$ cat src/rtl/motor_pkg.sv
// Shared types and constants for the motor ramp sequencer.
package motor_pkg;

   typedef enum logic [1:0] {IDLE, RAMP, HOLD, DEAD} state_e;

   localparam int unsigned PWM_STEPS = 100;
   localparam int unsigned DUTY_W    = 7;

   localparam logic DIR_FWD = 1'b0;
   localparam logic DIR_REV = 1'b1;

   // Saturate a requested duty at full scale.
   function automatic logic [DUTY_W-1:0] clamp_duty(input logic [DUTY_W-1:0] d);
      return (d > DUTY_W'(PWM_STEPS)) ? DUTY_W'(PWM_STEPS) : d;
   endfunction

endpackage

$ cat src/rtl/pwm_tick_gen.sv
// Duty-step divider and 0..99 PWM phase counter.
module pwm_tick_gen
   import motor_pkg::*;
#(
   parameter int unsigned STEP_DIV = 5  // clocks per duty step, must be >= 2
) (
   input  logic              clk,
   input  logic              rst,
   output logic              step_tick,
   output logic              period_end,
   output logic [DUTY_W-1:0] pwm_cnt
);

   localparam int unsigned DIV_W = (STEP_DIV > 1) ? $clog2(STEP_DIV) : 1;

   logic [DIV_W-1:0]  div_q, div_d;
   logic [DUTY_W-1:0] cnt_q, cnt_d;

   // Tick on the last divider count; the period ends on the tick that wraps the phase.
   always_comb begin
      step_tick  = (div_q == DIV_W'(STEP_DIV - 1));
      period_end = step_tick && (cnt_q == DUTY_W'(PWM_STEPS - 1));
      div_d      = step_tick ? '0 : div_q + DIV_W'(1);
      cnt_d      = cnt_q;
      if (step_tick) begin
         cnt_d = period_end ? '0 : cnt_q + DUTY_W'(1);
      end
   end

   // Divider and phase registers.
   always_ff @(posedge clk or posedge rst) begin
      if (rst) begin
         div_q <= '0;
         cnt_q <= '0;
      end else begin
         div_q <= div_d;
         cnt_q <= cnt_d;
      end
   end

   assign pwm_cnt = cnt_q;

endmodule

$ cat src/rtl/motor_ramp_sequencer.sv
// Soft-start/soft-stop H-bridge sequencer with reversal dead-time and emergency stop.
module motor_ramp_sequencer
   import motor_pkg::*;
#(
   parameter int unsigned CLK_FREQ     = 100_000_000,
   parameter int unsigned PWM_FREQ     = 500,
   parameter int unsigned RAMP_STEP    = 1,
   parameter int unsigned DEAD_PERIODS = 50
) (
   input  logic              clk,
   input  logic              rst,
   input  logic              cmd_valid,
   output logic              cmd_ready,
   input  logic              cmd_run,
   input  logic              cmd_dir,
   input  logic [DUTY_W-1:0] cmd_duty,
   input  logic              estop,
   output logic              motor_in1,
   output logic              motor_in2,
   output logic              motor_en,
   output logic [DUTY_W-1:0] cur_duty,
   output logic              busy
);

   localparam int unsigned STEP_DIV = CLK_FREQ / (PWM_FREQ * PWM_STEPS);
   localparam int unsigned DEAD_W   = (DEAD_PERIODS > 1) ? $clog2(DEAD_PERIODS) : 1;

   state_e            state_q, state_d;
   logic [DUTY_W-1:0] cur_q, cur_d;
   logic [DUTY_W-1:0] tgt_q, tgt_d;
   logic              pdir_q, pdir_d;
   logic              adir_q, adir_d;
   logic [DEAD_W-1:0] dead_q, dead_d;
   logic              en_q;

   logic              period_end;
   logic [DUTY_W-1:0] pwm_cnt;
   logic              tick_unused;  // sequencing only needs period boundaries

   logic              accept;
   logic [DUTY_W-1:0] cmd_target;
   logic [DUTY_W-1:0] goal;
   logic [DUTY_W:0]   up;
   logic [DUTY_W-1:0] stepped;

   pwm_tick_gen #(
      .STEP_DIV (STEP_DIV)
   ) u_tick (
      .clk        (clk),
      .rst        (rst),
      .step_tick  (tick_unused),
      .period_end (period_end),
      .pwm_cnt    (pwm_cnt)
   );

   // State and datapath registers; motor_en is re-registered every clock from the phase compare.
   always_ff @(posedge clk or posedge rst) begin
      if (rst) begin
         state_q <= IDLE;
         cur_q   <= '0;
         tgt_q   <= '0;
         pdir_q  <= DIR_FWD;
         adir_q  <= DIR_FWD;
         dead_q  <= '0;
         en_q    <= 1'b0;
      end else begin
         state_q <= state_d;
         cur_q   <= cur_d;
         tgt_q   <= tgt_d;
         pdir_q  <= pdir_d;
         adir_q  <= adir_d;
         dead_q  <= dead_d;
         en_q    <= !estop && (pwm_cnt < cur_q);
      end
   end

   // Next-state: ramp toward the goal at period boundaries, estop overrides everything.
   always_comb begin
      state_d    = state_q;
      cur_d      = cur_q;
      tgt_d      = tgt_q;
      pdir_d     = pdir_q;
      adir_d     = adir_q;
      dead_d     = dead_q;
      accept     = cmd_valid && cmd_ready;
      cmd_target = cmd_run ? clamp_duty(cmd_duty) : '0;
      // A pending reversal ramps to zero first.
      goal       = (pdir_q != adir_q) ? '0 : tgt_q;
      up         = {1'b0, cur_q} + (DUTY_W+1)'(RAMP_STEP);
      if (cur_q < goal) begin
         stepped = (up > {1'b0, goal}) ? goal : up[DUTY_W-1:0];
      end else if (cur_q > goal) begin
         stepped = ({1'b0, cur_q} > ({1'b0, goal} + (DUTY_W+1)'(RAMP_STEP))) ?
                   cur_q - DUTY_W'(RAMP_STEP) : goal;
      end else begin
         stepped = cur_q;
      end

      unique case (state_q)
         IDLE: begin
            if (accept && (cmd_target != '0)) begin
               adir_d  = cmd_dir;
               state_d = RAMP;
            end
         end
         RAMP: begin
            if (period_end) begin
               cur_d = stepped;
               if (stepped == goal) begin
                  if ((goal == '0) && (pdir_q != adir_q)) begin
                     state_d = DEAD;
                     dead_d  = '0;
                  end else if (goal == '0) begin
                     state_d = IDLE;
                  end else begin
                     state_d = HOLD;
                  end
               end
            end
         end
         HOLD: begin
            if (accept && ((cmd_target != tgt_q) || (cmd_dir != adir_q))) begin
               state_d = RAMP;
            end
         end
         DEAD: begin
            if (period_end) begin
               if (dead_q == DEAD_W'(DEAD_PERIODS - 1)) begin
                  dead_d  = '0;
                  adir_d  = pdir_q;
                  state_d = (tgt_q == '0) ? IDLE : RAMP;
               end else begin
                  dead_d = dead_q + DEAD_W'(1);
               end
            end
         end
         default: state_d = IDLE;
      endcase

      // Last accepted command wins; a same-cycle boundary stepped with the old target above.
      if (accept) begin
         tgt_d  = cmd_target;
         pdir_d = cmd_dir;
      end

      if (estop) begin
         state_d = IDLE;
         cur_d   = '0;
         tgt_d   = '0;
         dead_d  = '0;
      end
   end

   // Outputs: bridge is driven only while ramping or holding, coast otherwise.
   always_comb begin
      cmd_ready = (state_q != DEAD) && !estop;
      motor_in1 = ((state_q == RAMP) || (state_q == HOLD)) && (adir_q == DIR_FWD);
      motor_in2 = ((state_q == RAMP) || (state_q == HOLD)) && (adir_q == DIR_REV);
      busy      = (state_q == RAMP) || (state_q == DEAD);
      motor_en  = en_q;
      cur_duty  = cur_q;
   end

endmodule
$ cat config.mk
export PLATFORM = sky130hd
export DESIGN_NAME = motor_ramp_sequencer
export DESIGN_NICKNAME = d
export VERILOG_FILES = /design/src/rtl/motor_pkg.sv /design/src/rtl/pwm_tick_gen.sv /design/src/rtl/motor_ramp_sequencer.sv
export SDC_FILE = /design/constraint.sdc
export NUM_CORES = 1
export LEC_CHECK = 0
export CAP_MARGIN = 15
export CELL_PAD_IN_SITES_DETAIL_PLACEMENT = 1
export CELL_PAD_IN_SITES_GLOBAL_PLACEMENT = 1
export CORE_ASPECT_RATIO = 1.2
export CORE_UTILIZATION = 41
export DETAILED_ROUTE_END_ITERATION = 6
export GPL_ROUTABILITY_DRIVEN = 0
export PLACE_DENSITY = 0.74
export SYNTH_ARGS = -nofsm -noshare
export SYNTH_HDL_FRONTEND = slang
export SYNTH_SLANG_ARGS = --single-unit
$ cat constraint.sdc
create_clock -name clk -period 4 [get_ports clk]
set_input_delay 0.8 -clock clk [delete_from_list [all_inputs] [get_ports clk]]
set_output_delay 0.8 -clock clk [all_outputs]
set_load 0.005 [all_outputs]
==> results of run 1 <==
cells in the final DEF (no fill, tap or decap), types with 5 or more instances in the layout:
cell type	count
o21ai_0	28
or3_1	5
xnor2_1	27
a211oi_1	7
nor2_1	46
ha_1	37
xor2_1	9
nand2b_1	7
buf_4	29
nor2b_1	8
a31oi_1	9
a21o_1	7
dfrtp_1	42
nand3_1	30
nand2_1	49
a211o_1	6
clkbuf_16	5
a21oi_1	27
nand4_1	9
mux2i_1	9
nor3_1	13
clkdlybuf4s50_1	24
inv_1	22
final cells by class:
class | instances | area [sq um]
Fill cell | 1200 | 4790
Multi-Input combinational cell | 419 | 2870
Sequential cell | 43 | 1080
Timing Repair Buffer | 57 | 519
Tap cell | 123 | 154
Clock buffer | 5 | 125
Inverter | 26 | 103
Clock inverter | 3 | 23.8
path summary, 6_finish.rpt:
kind                       cells past startpoint  slack (ns)      start                end
setup / recovery                              16        0.17     pdir_q         state_q[0]
hold / removal                                 1        0.50  dead_q[5]          dead_q[5]
setup reg to reg                              16        0.17     pdir_q         state_q[0]
hold reg to reg                                1        0.50  dead_q[5]          dead_q[5]
max in group asynchronous                      4        2.50        rst  u_tick.pwm_cnt[2]
min in group asynchronous                      2        0.79        rst          dead_q[2]
what timing repair did:
item | in CTS | in global routing
endpoints found under the setup margin | 0 | 6
buffers inserted | 0 | 2
gates resized for setup | 0 | 7
Yosys cell counts (8+ instances only):
| cell type | count | area share, % |
|---|---|---|
| nor2b_1 | 8 | 1.2 |
| xor2_1 | 9 | 1.9 |
| nor3_1 | 14 | 1.7 |
| ha_1 | 38 | 11 |
| xnor2_1 | 27 | 5.7 |
| a21oi_1 | 27 | 3.3 |
| o21ai_0 | 28 | 3.4 |
| inv_1 | 23 | 2.1 |
| nand4_1 | 9 | 1.4 |
| mux2i_1 | 9 | 2.2 |
| clkbuf_1 | 27 | 2.4 |
| dfrtp_1 | 43 | 26 |
| a31oi_1 | 9 | 1.4 |
| nand3_1 | 30 | 3.6 |
| nor2_1 | 46 | 4.2 |
| nand2_1 | 50 | 4.5 |
state kept, by name, summed over array words and instances, names as in the netlist:
signal	flops
pdir_q	1
adir_q	1
u_tick.div_q	11
dead_q	6
tgt_q	7
u_tick.pwm_cnt	7
state_q	2
cur_duty	7
motor_en	1
power breakdown:
part           internal, mW  switching, mW  total [mW]
clock network         0.234          0.193       0.427
logic                 0.361          0.466       0.827
registers             0.456         0.0311       0.487
total                  1.05          0.690        1.74
per-layer routing:
metal / global-route usage, % / up-vias
li1: - / 1946
met1: 31.6 / 2089
met2: 45.9 / 99
met3: 3.86 / 37
met4: 11.7 / 0
met5: 0 / -
worst register-to-register path, delay by kind of cell (launching register included):
kind / cells / cell delay (ns)
AOI/OAI and AO/OA: 4 / 1.10
xor gates and xnor gates: 2 / 0.36
adders and majority gates: 2 / 0.51
buffers and inverters: 1 / 0.12
DFF: 1 / 0.44
muxes: 1 / 0.29
and+or+nand+nor: 6 / 0.89
cell families (layout without fill, tap and decap cells):
family / Yosys count / in the layout / synth area share (%)
flip-flops: 43 / 43 / 25.9
XOR/XNOR: 37 / 37 / 8.25
AND/OR/NAND/NOR: 201 / 201 / 24.4
multiplexers: 12 / 12 / 3.07
buffers and inverters: 58 / 91 / 5.63
adder cells (fa/ha/maj): 38 / 38 / 11.4
AO/OA/AOI/OAI: 131 / 131 / 21.3
==> flow_summary.ini, run 1 <==
[timing]
fin_crit_sh_pct = 95.7
setup_slack_ns = 0.174
slew_viol_final = 0
setup_viol = 0
fmax_ghz = 0.261
hold_viol_final = 0
max_slew_margin_pct = 58.1
max_slew.worst_pin.slew_ns = 0.623
skew_ns = 0.00782
fin_tns_setup_ns = 0
period_minus_slack_ns = 3.83
finalHoldWorstSlack_ns = 0.497

[detailed_routing]
met1_length_um = 5620
dr.pass1.iters = 4
wl_met3_um = 411
drcViolationCount = 0
drt_iter0_drc = 139
vias = 4171
top_layer = met4
vias_per_cell = 6.17
routedWlPerCell_um = 19.3
antenna_left = 0
wl_um = 13100
wl_met2_um = 6570

[clock_network]
cts.sinks = 43
clk_pin_slew_ns = 0.07
cts_tree = yes
root_buffer = clkbuf_16
cts.hold.buffers_added = 0
htree_levels = 2
clk-insertion-delay-late_ns = 0.30
numCtsBuffers = 5
clock_path_buffers = 2

[synthesis]
netlist_instances = 520
synth_top_flop_cell = dfrtp_1
synth_edf_count = 0
ys_seq_area_share_pct = 25.9
ys_ff_latch = 43
synth.distinct_cells = 69
syn_nets = 571
synthArstFlopShare_pct = 100
yosys_warnings = 0
syn_area_sq_mm = 0.00415
avgSynthCellArea_sq_um = 7.99

[worst_setup_path]
worstPathRequired_ns = 4.18
critical_path.cell_chain = xnor2_4 > nand2_1 > inv_1 > ha_2 > nand4_1 > xnor2_1 > ha_1 > nand4_1 > o32a_1 > o31a_1 > nand2_2 > nor2_1 > a221o_1 > or3_1 > a21o_1 > mux2_4
cpMostUsedCell = nand4_1
arrival_ns = 4.01
cp_top_family = compound AO/OA/AOI/OAI gates
cp-end-kind = flip-flop
worstSetupStartpointType = flip-flop
critPathKind = reg2reg
crit_fanout = 7
max_stage_delay_ns = 0.44
critPathBufInv = 1
worst_path_max_delay_cell = dfrtp_2

[global_route]
grt_pass1_vias = 4352
grt_pass1_wl_um = 21600
globalRouteOverflowTotal = 0
grtUsageTotal_pct = 26.3
antenna_found_initial = 0
grt_max_degree = 28

[finish]
design_area_sq_mm = 0.00487
area_growth_syn_to_layout_pct = 17.3
diodes = 0
fin_util_pct = 50.5
final_cells = 676
drive_above_1_share_pct = 11.0
final_nets = 603

[placed_design]
dp_cells = 664
post-dp-hpwl_um = 9900
io_buffers = 24
place_worst_setup_slack_ns = 0.0873
place_area_sq_mm = 0.00464

[power_and_ir_drop]
p_per_area_mw_per_mm2 = 357
total_power_mw = 1.74
leakage_nw = 2.10
ir_drop_uv = 505

[status]
status = finished clean

[floorplan]
fp.dieW_um = 93.9
core_area_sq_mm = 0.00966
die-area_sq_mm = 0.0105
die_h_um = 112
start_util_pct = 43.0
rows = 39
top_level_ports = 25

[flow_run]
drv_cap = 0

[min_path]
hold_path_class = reg2reg
Power figures use the tool's default switching activity.
==> inputs of run 2 (changes only) <==
--- a/config.mk
+++ b/config.mk
@@ -9,10 +9,11 @@
 export CELL_PAD_IN_SITES_DETAIL_PLACEMENT = 1
 export CELL_PAD_IN_SITES_GLOBAL_PLACEMENT = 1
 export CORE_ASPECT_RATIO = 1.2
-export CORE_UTILIZATION = 41
+export CORE_UTILIZATION = 30
+export CTS_CLUSTER_SIZE = 40
 export DETAILED_ROUTE_END_ITERATION = 6
 export GPL_ROUTABILITY_DRIVEN = 0
-export PLACE_DENSITY = 0.74
+export PLACE_DENSITY = 0.56
 export SYNTH_ARGS = -nofsm -noshare
 export SYNTH_HDL_FRONTEND = slang
 export SYNTH_SLANG_ARGS = --single-unit
==> flow_summary.ini, run 2 (synthesized netlist as in run 1, its figures left out) <==
[status]
status = finished clean

[timing]
rsz0062_at_grt = no
period_minus_slack_ns = 3.80
setup_viol = 0
hold_viol_final = 0
fin_tns_setup_ns = 0
max_slew.worst_pin.slew_ns = 0.937
max_slew_margin_pct = 37.4
slew_viol_final = 0
fmax_ghz = 0.263
fin_crit_sh_pct = 95.0
skew_ns = 0.00650

[worst_setup_path]
critPathBufInv = 2
worst_path_max_delay_cell = dfrtp_2
arrival_ns = 3.98
critical_path.cell_chain = xnor2_4 > buf_4 > and2_4 > inv_1 > ha_1 > nand2_1 > or3_1 > a211oi_1 > o22ai_1 > o21a_1 > a221o_1 > or3_1 > a21o_1 > mux2_4
worstSetupStartpointType = flip-flop
cp-end-kind = flip-flop
path_depth = 14
cp_top_family = compound AO/OA/AOI/OAI gates
max_stage_delay_ns = 0.46
crit_fanout = 15
reg2reg_depth = 14
worstPathRequired_ns = 4.18
critPathKind = reg2reg
cpMostUsedCell = or3_1

[placed_design]
dp_cells = 710
io_buffers = 24
post-dp-hpwl_um = 10400

[global_route]
grtUsageMet3_pct = 2.38
grt_max_degree = 44
antenna_found_initial = 0
gr-usage-met1_pct = 26.8
grtUsageTotal_pct = 20.5
busiest_layer = met2
globalRouteOverflowTotal = 0
grt_pass1_wl_um = 22500
grt_pass1_vias = 4134
grt_use_met2_pct = 35.3

[finish]
multi_input_area_sq_mm = 0.00287
final_cells = 719
layout_commonest_cell = nand2_1
area_growth_syn_to_layout_pct = 17.5
drive_above_1_share_pct = 11.4
regMostFlops = u_tick.div_q
diodes = 0
final_nets = 601
fin_util_pct = 36.5
largest_reg_flops = 11
seq_area_sq_mm = 0.00108
layout_common_cells = nand2_1, nor2_1, dfrtp_1, ha_1, buf_4
n_fill_cell = 1634

[detailed_routing]
vias = 3966
antenna_left = 0
drcViolationCount = 0
vias_per_cell = 5.52
dr.pass1.iters = 4
drt_iter0_drc = 149
routedWlPerCell_um = 19.0
wl_um = 13600

[clock_network]
numCtsBuffers = 5
clock_path_buffers = 2
htree_levels = 2
cts_tree = yes
clk_pin_slew_ns = 0.07
cts.sinks = 43
clk-insertion-delay-late_ns = 0.30
root_buffer = clkbuf_16
cts.hold.buffers_added = 0

[floorplan]
start_util_pct = 31.1
core_area_sq_mm = 0.0134
die_h_um = 131
top_level_ports = 25
rows = 46
die-area_sq_mm = 0.0143
fp.dieW_um = 109

[power_and_ir_drop]
netSwitchingFraction_pct = 39.6
p_switching_mw = 0.681
p_seq_share_pct = 28.4
clkPwrFrac_pct = 24.7
internal_power_mw = 1.04
total_power_mw = 1.72
leakage_nw = 2.08
pwr-share-comb_pct = 46.8
p_per_area_mw_per_mm2 = 352
ir_drop_uv = 247

[min_path]
worstHoldPathCells = 1
hold_path_class = reg2reg

[flow_run]
drv_cap = 0
[run 2: power by group through the flow]
stage | Combinational, mW | Clock (mW) | Sequential, mW
after floorplan | 0.560 | 0 | 0.479
final | 0.805 | 0.425 | 0.488
after global placement | 0.787 | 0 | 0.495
after CTS | 0.801 | 0.446 | 0.488
after global routing | 0.893 | 0.462 | 0.492
after detailed placement | 0.796 | 0 | 0.496
[run 2: routing by layer]
metal  up-vias  part of all wire (%)
li1       1932                     -
met1      1953                    48
met2        64                    48
met3        17                   2.2
met4         0                   1.9
met5         -                     0
[run 2: worst reg2reg max path, stage by stage, from the launching register on]
cell and delay, ns:
dfrtp_2 0.46, xnor2_4 0.19, buf_4 0.24, and2_4 0.22
inv_1 0.09, ha_1 0.31, nand2_1 0.07, or3_1 0.42
a211oi_1 0.23, o22ai_1 0.14, o21a_1 0.13, a221o_1 0.35
or3_1 0.34, a21o_1 0.21, mux2_4 0.29
[run 2: final timing paths]
path	endpoint	slack [ns]	start
setup / recovery	state_q[0]	0.20	pdir_q
hold / removal	u_tick.div_q[9]	0.50	u_tick.div_q[9]
setup reg to reg	state_q[0]	0.20	pdir_q
hold reg to reg	u_tick.div_q[9]	0.50	u_tick.div_q[9]
max in group asynchronous	pdir_q	2.33	rst
min in group asynchronous	dead_q[2]	1.03	rst
[run 2: through the flow]
step	instance area [sq um]	hold slack (ns)	setup slack, ns
floorplan	4160	0.446	0.0288
global placement	4700	0.479	0.194
detailed placement	4700	0.491	0.0714
CTS	4850	0.503	0.0468
global route	4880	0.529	0.0118
finish	4880	0.504	0.199
[run 2: cell type report]
class | count | area share [%]
Multi-Input combinational cell | 419 | 58.8
Sequential cell | 43 | 22.1
Timing Repair Buffer | 55 | 9.69
Tap cell | 168 | 4.31
Clock buffer | 5 | 2.56
Inverter | 26 | 2.10
Clock inverter | 3 | 0.487
[run 2: timing repair]
item	4_1_cts	5_1_grt
buffers inserted	0	1
resized for setup	0	7
setup endpoints to repair	0	11
